**config.mk**
```make
export PLATFORM = sky130hd
export DESIGN_NAME = row_slider
export DESIGN_NICKNAME = d
export VERILOG_FILES = /design/src/rtl/row_slider.sv
export SDC_FILE = /design/constraint.sdc
export NUM_CORES = 1
export LEC_CHECK = 0
export BUFFER_PORTS_ARGS = -buffer_cell sky130_fd_sc_hd__buf_4
export CAP_MARGIN = 30
export CORE_MARGIN = 1
export CORE_UTILIZATION = 25
export CTS_CLUSTER_SIZE = 16
export DETAILED_ROUTE_END_ITERATION = 8
export MAX_ROUTING_LAYER = met4
export PLACE_DENSITY_LB_ADDON = 0.1
export SYNTH_ARGS = -nofsm -noshare
export SYNTH_HDL_FRONTEND = slang
export SYNTH_SLANG_ARGS = --single-unit
```
**constraint.sdc**
```tcl
create_clock -name clk -period 4.7 [get_ports clk]
set_clock_uncertainty 0.2 [all_clocks]
set_input_delay 1.41 -clock clk [delete_from_list [all_inputs] [get_ports clk]]
set_output_delay 1.41 -clock clk [all_outputs]
set_load 0.03 [all_outputs]
```
**src/rtl/row_slider.sv**
```systemverilog
// ============================================================================
// row_slider: moving block row that bounces across a COLS-wide grid, freezes
// on a drop edge and resolves against the row beneath.
// Optional feature macro: ROW_SLIDER_WRAP_EN (rotate circularly instead of bounce)
// Revision: 1.0
// ============================================================================
`default_nettype none

module row_slider #(
  parameter int COLS        = 16,
  parameter int BASE_PERIOD = 3200000,
  parameter int PERIOD_DEC  = 200000
) (
  input  logic            clk,
  input  logic            resetn,
  input  logic [3:0]      level,
  input  logic [3:0]      width,
  input  logic            start,
  input  logic            drop,
  input  logic [COLS-1:0] below_mask,
  output logic [COLS-1:0] row_mask,
  output logic [COLS-1:0] result_mask,
  output logic            busy,
  output logic            next_signal,
  output logic            fail
);

  localparam int CW = $clog2(BASE_PERIOD + 1);

  typedef enum logic [1:0] {
    IDLE    = 2'd0,
    MOVE    = 2'd1,
    RESOLVE = 2'd2
  } state_t;

  state_t          r_state;
  state_t          w_state_nxt;
  logic [CW-1:0]   r_tick;
  logic [CW-1:0]   r_period;
  logic            r_dir;
  logic            r_drop_q;

  logic            w_drop_rise;
  logic            w_wrap;
  logic            w_load;
  logic            w_step;
  logic            w_resolve;
  logic [3:0]      w_lvl;
  logic [3:0]      w_wid;
  logic [CW-1:0]   w_period;
  logic [COLS-1:0] w_init;
  logic [COLS-1:0] w_overlap;

  assign w_drop_rise = drop & ~r_drop_q;
  assign w_wrap      = (r_tick == r_period - CW'(1));
  assign w_overlap   = row_mask & below_mask;
  assign busy        = (r_state != IDLE);

  always_comb begin
    w_lvl    = (level == 4'd0) ? 4'd1 : level;
    w_wid    = (width == 4'd0) ? 4'd1 : width;
    w_period = CW'(BASE_PERIOD - int'(w_lvl) * PERIOD_DEC);
    w_init   = '0;
    for (int i = 0; i < COLS; i++) begin
      if (i < int'(w_wid)) w_init[i] = 1'b1;
    end
  end

  always_ff @(posedge clk) begin
    if (!resetn) r_state <= IDLE;
    else         r_state <= w_state_nxt;
  end

  always_comb begin
    w_state_nxt = r_state;
    w_load      = 1'b0;
    w_step      = 1'b0;
    w_resolve   = 1'b0;
    case (r_state)
      IDLE: begin
        if (start) begin
          w_load      = 1'b1;
          w_state_nxt = MOVE;
        end
      end
      MOVE: begin
        // A drop edge takes priority over a coincident step.
        if (w_drop_rise)  w_state_nxt = RESOLVE;
        else if (w_wrap)  w_step      = 1'b1;
      end
      RESOLVE: begin
        w_resolve   = 1'b1;
        w_state_nxt = IDLE;
      end
      default: w_state_nxt = IDLE;
    endcase
  end

  always_ff @(posedge clk) begin
    if (!resetn) begin
      row_mask    <= '0;
      result_mask <= '0;
      r_tick      <= '0;
      r_period    <= '0;
      r_dir       <= 1'b1;
      r_drop_q    <= 1'b0;
      next_signal <= 1'b0;
      fail        <= 1'b0;
    end else begin
      r_drop_q    <= drop;
      next_signal <= 1'b0;
      fail        <= 1'b0;
      if (w_load) begin
        row_mask <= w_init;
        r_dir    <= 1'b1;
        r_tick   <= '0;
        r_period <= w_period;
      end else if (r_state == MOVE && !w_drop_rise) begin
        r_tick <= w_wrap ? '0 : r_tick + CW'(1);
        if (w_step && !(&row_mask)) begin
`ifdef ROW_SLIDER_WRAP_EN
          row_mask <= {row_mask[COLS-2:0], row_mask[COLS-1]};
`else
          if (r_dir) begin
            if (row_mask[COLS-1]) begin
              r_dir    <= 1'b0;
              row_mask <= row_mask >> 1;
            end else begin
              row_mask <= row_mask << 1;
            end
          end else begin
            if (row_mask[0]) begin
              r_dir    <= 1'b1;
              row_mask <= row_mask << 1;
            end else begin
              row_mask <= row_mask >> 1;
            end
          end
`endif
        end
      end
      if (w_resolve) begin
        row_mask    <= w_overlap;
        result_mask <= w_overlap;
        if (|w_overlap) next_signal <= 1'b1;
        else            fail        <= 1'b1;
      end
    end
  end

endmodule

`default_nettype wire

```
* Word-level counts from Yosys, hierarchy flattened
Cells that the tools add are included.
W data, S select, Z words.
** Storage, ports and cells
- Register bits after elaboration :: 82
- Input port bits :: 28
- Output and inout bits :: 35
- Word-level logic and storage cells :: 93
** Operators by class
- Add/subtract/negate cells :: 3
- Multiply operators :: 1
- Magnitude comparators :: 15
- Equal/unequal tests :: 5
- Muxes and demuxes :: 39
- Bitwise logic cells :: 4
- Reduce and logical (&&, ||, !) cells :: 17
** Operators with widths (number)
- $mux W16 :: 7
- $lt A4 B4 Y1 const A :: 7
- $mux W1 :: 26
- $add A22 B1 Y22 const B :: 1
- $eq A22 B22 Y1 :: 1
- $mux W22 :: 1
- $sub A22 B1 Y22 const B :: 1
- $sub A22 B22 Y22 const A :: 1
- $and A16 B16 Y16 :: 1
- $lt A3 B4 Y1 const A :: 4
- $mul A4 B12 Y16 const B :: 1
- $reduce_and A16 Y1 :: 1
- $reduce_or A16 Y1 :: 1
- $logic_not A4 Y1 :: 2
- $lt A1 B4 Y1 const A :: 2
- $lt A2 B4 Y1 const A :: 2
- $mux W4 :: 2
- $reduce_and A2 Y1 :: 4
- $reduce_bool A3 Y1 :: 2
- $mux W2 :: 2
- $ne A2 B2 Y1 const B :: 2
- $pmux W2 S2 :: 1
- $eq A2 B1 Y1 const B :: 1
- $eq A2 B2 Y1 const B :: 1
- other kinds (7) :: 10

* Depth between registers and ports, before layout
Gate-level depths: netlist of run 1.
- Depth after elaboration :: 10
- Gate-level depth with buffers :: 16
- Mapped depth without buffers :: 16

* Worst setup path before layout of run 1
OpenSTA, ideal clock, no wires.
- Path kind :: input to register
- From :: in level[2]
- To :: reg r_period[20]
- Setup time :: 0.122 ns
- Arrival time :: 4.349 ns
- Data required time :: 4.378 ns
- Setup slack :: 0.029 ns
- Cell stages on the path :: 15
- Buffers on the path :: 0
- Cells stage by stage :: inv_1 ha_1 nor2b_1 nor2_1 inv_1 ha_1 a31o_2 ha_1 a21o_1 a211oi_1 or4_1 o2111ai_1 nor3_1 a21oi_1 a311o_1
** On the way
- Cells in the longest elaborated chain, start to end :: 4
** Ends and longest elaborated chain
- from (decl) :: RTL line 16 : input logic [3:0] level,
- $logic_not A4 Y1 :: RTL line 60 : w_lvl = (level == 4'd0) ? 4'd1 : level;
- $mux W4 :: RTL line 60
- via w_lvl[0] :: RTL line 48 : logic [3:0] w_lvl;
- $mul A4 B12 Y16 :: RTL line 62 : w_period = CW'(BASE_PERIOD - int'(w_lvl) * PERIOD_DEC);
- $sub A22 B22 Y22 :: RTL line 62
- to (signal assigned) :: RTL line 117 : r_period <= w_period;
- to (decl) :: RTL line 39 : logic [CW-1:0] r_period;
The timed path passes the listed nets, and every way through them passes these cells.
A chain may end at the register's enable or synchronous reset.

* Final worst setup path of run 1
- From :: in level[2]
- To :: reg r_period[20]
** On the way
- Cells in the longest elaborated chain, start to end :: 4
** Ends and longest elaborated chain (RTL line)
- $logic_not A4 Y1 :: 60
- $mux W4 * :: 60
- $mul A4 B12 Y16 * :: 62
- $sub A22 B22 Y22 * :: 62
Every way passes the cells marked *; elsewhere a longest branch is shown, timed or not.

==> results.md, run 1 <==
* LEAKAGE at 0.00239 µW
* Slew @ Worst Pin at 704 ps
* IO buf count at 62
* Critical path fanouts, max at 4
* Antenna Nets Post-Route at 0
* Mapped Nets at approximately 670
* Cts bufs inserted at 9
* Hpwl dp at 11000 µm
* # rows at 50
* Final period utilization at 0.946
* Antenna cell count at 0
* Top post-synthesis cells by count: dfxtp_1, nand2_1, nor2_1
* Synthesized instance count at 617
* Worst hold slack at 210 ps
* Initial core utilization at 0.257
* # Max-Cap Violations at 0
* Status: completed
* Worst-skew pair later-pin latency at 350 ps
* Tot Pwr at roughly 2100 µW
* Ys Warns at 0
* Cts hold-fix bufs at 0
* Min-Delay Path Class: register to register
* Pin count of the biggest net entering global routing at 33
* Number of global-route vias before repair at approximately 4600
* Max VDD drop at 0.212 mV
* Setup WS pre-CTS at -127 ps
* Most used DFF post-synth: dfxtp_1
* Synth unique cells at 62
* Slew Limit Headroom at 0.528
* Core area at 0.0189 mm²
* Setup crit start kind: primary input
* Final Util at 0.321
* # DRC at 0
* Pwr Density at 344 mW/mm²
* CTS tree: yes
* Routed wl met2 at 6650 µm
* Post-synthesis sequential area ratio at 0.313
* H-tree depth at 3
* Post-CTS Resized at 0
* Gr usage total at 0.159
* Final Wtd Congestion at 0.839
* Cell taking the most area after synthesis: dfxtp_1
* Vias per cell at a little under 5
* Die X at 141 µm
* Clock tree buffer depth at 2
* Netlist Area Pre-Place at 0.00486 mm²
* Total number of vias at 4618
* Max Slew Vio Count at 0
* DR iter-0 viols at 206
* Worst setup EP type: register
* Fmax at 0.225 GHz
* CTS root buffer: clkbuf_16
* Gr ovfl total at 0
* Final setup violation count at 0
* EDFF count, synth at 0
* Crit path arrival time at about 4500 ps
* Setup Fix Bufs, Post-CTS at 0
* Sink Count at 76
* Synthesized area per cell at 7.87 µm²
* Post-synth top area share at 0.313
* DR top layer: met4
* I/O pin total at between 60 and 70
* Die ar. at between 0.015 and 0.02 mm²
* Number of synthesized register bits at 76
* RSZ-0062 raised after global routing: no
* Critical path class: primary input to register
* WL/cell at 15.4 µm
* Routed WL at between 10000 and 15000 µm
* Period minus WS final at between 4000 and 5000 ps
* Data required time of the worst path at 4720 ps
* TNS Setup at 0 ps
* Setup WS post-layout at 253 ps
* Drt first pass iters at 5
* Met3 WL at 441 µm
* Nets@finish at between 700 and 800
* Reg clk slew, reported paths at approximately 60 ps
* Initial antenna violation count at 0
* Global-route wire length before repair at 24200 µm
* Area Overhead vs Synth at 25.0%
* Met1 WL at 7410 µm
* R2R depth at 10
* Most instantiated library cell after synthesis: dfxtp_1
* Top cells by area, synth: dfxtp_1, xor2_1, nand2_1, a21oi_1, ha_1
* Async set-reset flop share out of synthesis at 0
* Height of the die at 141 µm
* Final Hold Vio Count at 0
* Layout cells sized above 1 at 0.181
* Worst hold stages at 1
-- state kept, by name, summed over array words and instances, names as in the netlist --
name and count:
fail 1, r_dir 1, r_period 16, r_tick 22, row_mask 16, r_drop_q 1
result_mask 16, r_state 2, next_signal 1
-- worst max-delay path: stages --
cell	delay [ps]
buf_4	90
inv_1	40
ha_1	220
a21oi_1	210
ha_1	230
xnor2_1	80
ha_1	180
a31o_2	210
ha_1	300
buf_4	160
nand4_1	80
a21oi_1	110
o21a_1	190
o311ai_0	290
buf_4	190
nor3_1	40
and3_1	180
a311o_1	260
-- logic make-up (layout without fill, tap and decap cells) --
logic type	after synthesis	count (layout)	synth area share
DFF	76	76	0.313
AOI/OAI and AO/OA	151	151	0.211
and+or+nand+nor	255	255	0.259
muxes	11	11	0.0227
xor gates and xnor gates	54	54	0.0974
adders and majority gates	21	21	0.0541
buffers and inverters	49	123	0.0422
-- per-layer routing --
| metal | vias to the layer above | GRT usage |
|---|---|---|
| met2 | 65 | 0.247 |
| met1 | 2183 | 0.210 |
| met5 | - | - |
| li1 | 2358 | - |
| met3 | 12 | 0.0314 |
| met4 | 0 | 0.0419 |
-- area by class of cell --
cell class | count | area [µm²]
inverters | 18 | 67.6
clock inverters | 6 | 113
flip-flops and latches | 76 | 1520
fillers | 2068 | 12800
multi-input cells | 492 | 3140
repair buffers | 90 | 676
well taps | 260 | 325
clock buffers | 9 | 225
-- per-stage QoR --
step           area, µm²  cells
2_1_floorplan       4860    617
3_3_place_gp        5720    936
3_5_place_dp        5720    936
4_1_cts             6060    951
5_1_grt             6070    951
6_report            6070    951
-- placed cells by master (no fill, tap or decap), drive strengths merged, types with 8 or more instances in the layout --
master	netlist	final
a211oi	11	11
a21oi	53	53
and2	8	8
and3	8	8
buf	8	90
clkbuf	23	9
dfxtp	76	76
ha	21	21
inv	18	19
mux2i	11	11
nand2	75	75
nand3	33	33
nand4	18	18
nor2	60	60
nor3	16	16
o21ai	22	22
xnor2	19	19
xor2	35	35
-- where the power goes --
group          internal [µW]  switching [µW]  total (µW)
Sequential               676            55.1         731
Clock                    518             292         810
Combinational            249             298         547
-- worst paths after layout --
kind	startpoint	slack [ps]	endpoint
max	level[2]	250	r_period[20]
min	r_drop_q	210	r_state[1]
max reg2reg	r_period[6]	1320	row_mask[9]
min reg2reg	r_drop_q	210	r_state[1]
No activity file was read; power rests on OpenSTA's default activity.
==> inputs of run 2 (changes only) <==
--- a/config.mk
+++ b/config.mk
@@ -13,6 +13,7 @@
 export DETAILED_ROUTE_END_ITERATION = 8
 export MAX_ROUTING_LAYER = met4
 export PLACE_DENSITY_LB_ADDON = 0.1
+export RECOVER_POWER = 25
 export SYNTH_ARGS = -nofsm -noshare
 export SYNTH_HDL_FRONTEND = slang
 export SYNTH_SLANG_ARGS = --single-unit
==> run 2 against run 1 <==
Power about the same. Critical path depth unchanged. Register-to-register slack about the same. Combinational power about the same. Clock power about the same. Maximum frequency about the same. Routed wire length down 0.27%. Highest routed layer unchanged.
==> results.md, run 2 (synthesis results as in run 1) <==
* Clock tree buffer depth at 2
* Height of the die at 141 µm
* Global-route wire length before repair at roughly 24000 µm
* Fmax at 0.225 GHz
* IO buf count at 62
* Combinational fraction of design power at 0.262
* CTS root buffer: clkbuf_16
* Top reg by flops: r_tick
* Data required time of the worst path at roughly 4700 ps
* Post-DP Area at 0.00572 mm²
* LEAKAGE at 0.00236 µW
* Max Slew Vio Count at 0
* Vias per cell at 4.87
* Max VDD drop at 0.211 mV
* Post-route cell area at 0.00604 mm²
* Worst hold stages at 1
* Commonest non-fill, non-tap cell in the layout: buf_4
* Hpwl dp at 11000 µm
* TNS Setup at 0 ps
* Setup crit start kind: primary input
* # rows at 50
* Nets@finish at around 740
* Max reg flops at 22
* Area Overhead vs Synth at 24.4%
* NetSw at 645 µW
* Cell Int Power at 1440 µW
* Final period utilization at 0.946
* Most frequent cells in the layout: buf_4, dfxtp_1, nand2_1
* Worst setup EP type: register
* Min-Delay Path Class: register to register
* FILL cells at between 2000 and 2500
* Sink Count at 76
* Initial antenna violation count at 0
* Critical path class: primary input to register
* Crit path arrival time at 4470 ps
* Final Hold Vio Count at 0
* Clock share of power at 0.388
* Final Wtd Congestion at 0.839
* Worst-skew pair later-pin latency at 350 ps
* Setup Fix Bufs, Post-CTS at 0
* WL/cell at 15.4 µm
* Number of global-route vias before repair at around 4600
* RSZ-0062 raised after global routing: no
* Pin count of the biggest net entering global routing at 33
* Layout cells sized above 1 at 0.169
* CTS tree: yes
* Status: completed
* # DRC at 0
* R2R depth at 10
* Post-CTS Resized at 0
* DR iter-0 viols at 205
* Antenna cell count at 0
* Initial core utilization at 0.257
* Die ar. at 0.0200 mm²
* Cts hold-fix bufs at 0
* Routed WL at 14600 µm
* Core area at 0.0189 mm²
* Seq pwr share at 0.350
* Drt first pass iters at 5
* H-tree depth at 3
* # Max-Cap Violations at 0
* Cts bufs inserted at 9
* Reg clk slew, reported paths at 60 ps
* Worst hold slack at 210 ps
* Switching Fraction at 0.309
* Slew Limit Headroom at 0.156
* Total number of vias at about 4600
* Antenna Nets Post-Route at 0
* I/O pin total at 63
* Gr ovfl total at 0
* Period minus WS final at 4450 ps
* Pwr Density at 346 mW/mm²
* Final setup violation count at 0
* Slew @ Worst Pin at 1270 ps
* Gr usage total at 0.159
* Critical path fanouts, max at 4
* Die X at 141 µm
-- run 2: cell count changes in the layout (fill, tap and decap cells not counted), sizes merged --
cell    previous run  this run
buf               90        82
clkbuf             9        17
-- run 2: power by group through the flow --
stage / sequential, µW / combinational [µW] / clock (µW)
2_1_floorplan: 748 / 350 / 0
3_3_place_gp: 744 / 539 / 0
3_5_place_dp: 745 / 547 / 0
4_1_cts: 730 / 549 / 834
5_1_grt: 737 / 611 / 859
6_report: 730 / 547 / 811
-- run 2: routing by layer --
metal / vias to the layer above / track usage / part of all wire
met5: - / - / 0
met2: 74 / 0.247 / 0.45
li1: 2360 / - / -
met3: 12 / 0.0314 / 0.034
met4: 0 / 0.0419 / 0.011
met1: 2184 / 0.210 / 0.50
-- run 2: cell type report --
| type | count | area, µm² | share of cell area |
|---|---|---|---|
| timing repair buffer | 90 | 646 | 0.107 |
| multi-input combinational | 492 | 3140 | 0.520 |
| tap | 260 | 325 | 0.0539 |
| clock buffer | 9 | 225 | 0.0373 |
| clock inverter | 6 | 113 | 0.0186 |
| inverter | 18 | 67.6 | 0.0112 |
| sequential | 76 | 1520 | 0.252 |
-- run 2: per-stage QoR --
stage	cells	worst slack, ps	power, µW	util
after global placement	936	-51.2	1280	0.303
final	951	253	2090	0.320
after detailed placement	936	-127	1290	0.303
after floorplan	617	29.0	1100	-
after CTS	951	221	2110	0.321
after global routing	951	6.50	2210	0.320
-- run 2: critical path, stage by stage --
cell      delay (ps)
buf_4             90
inv_1             40
ha_1             220
a21oi_1          210
ha_1             230
xnor2_1           80
ha_1             180
a31o_2           210
ha_1             300
buf_4            160
nand4_1           80
a21oi_1          110
o21a_1           190
o311ai_0         290
buf_4            190
nor3_1            40
and3_1           180
a311o_1          260
-- run 2: final timing paths --
check                    from           end  slack [ps]
setup reg to reg  r_period[6]   row_mask[9]        1320
setup / recovery     level[2]  r_period[20]         250
hold reg to reg      r_drop_q    r_state[1]         210
hold / removal       r_drop_q    r_state[1]         210
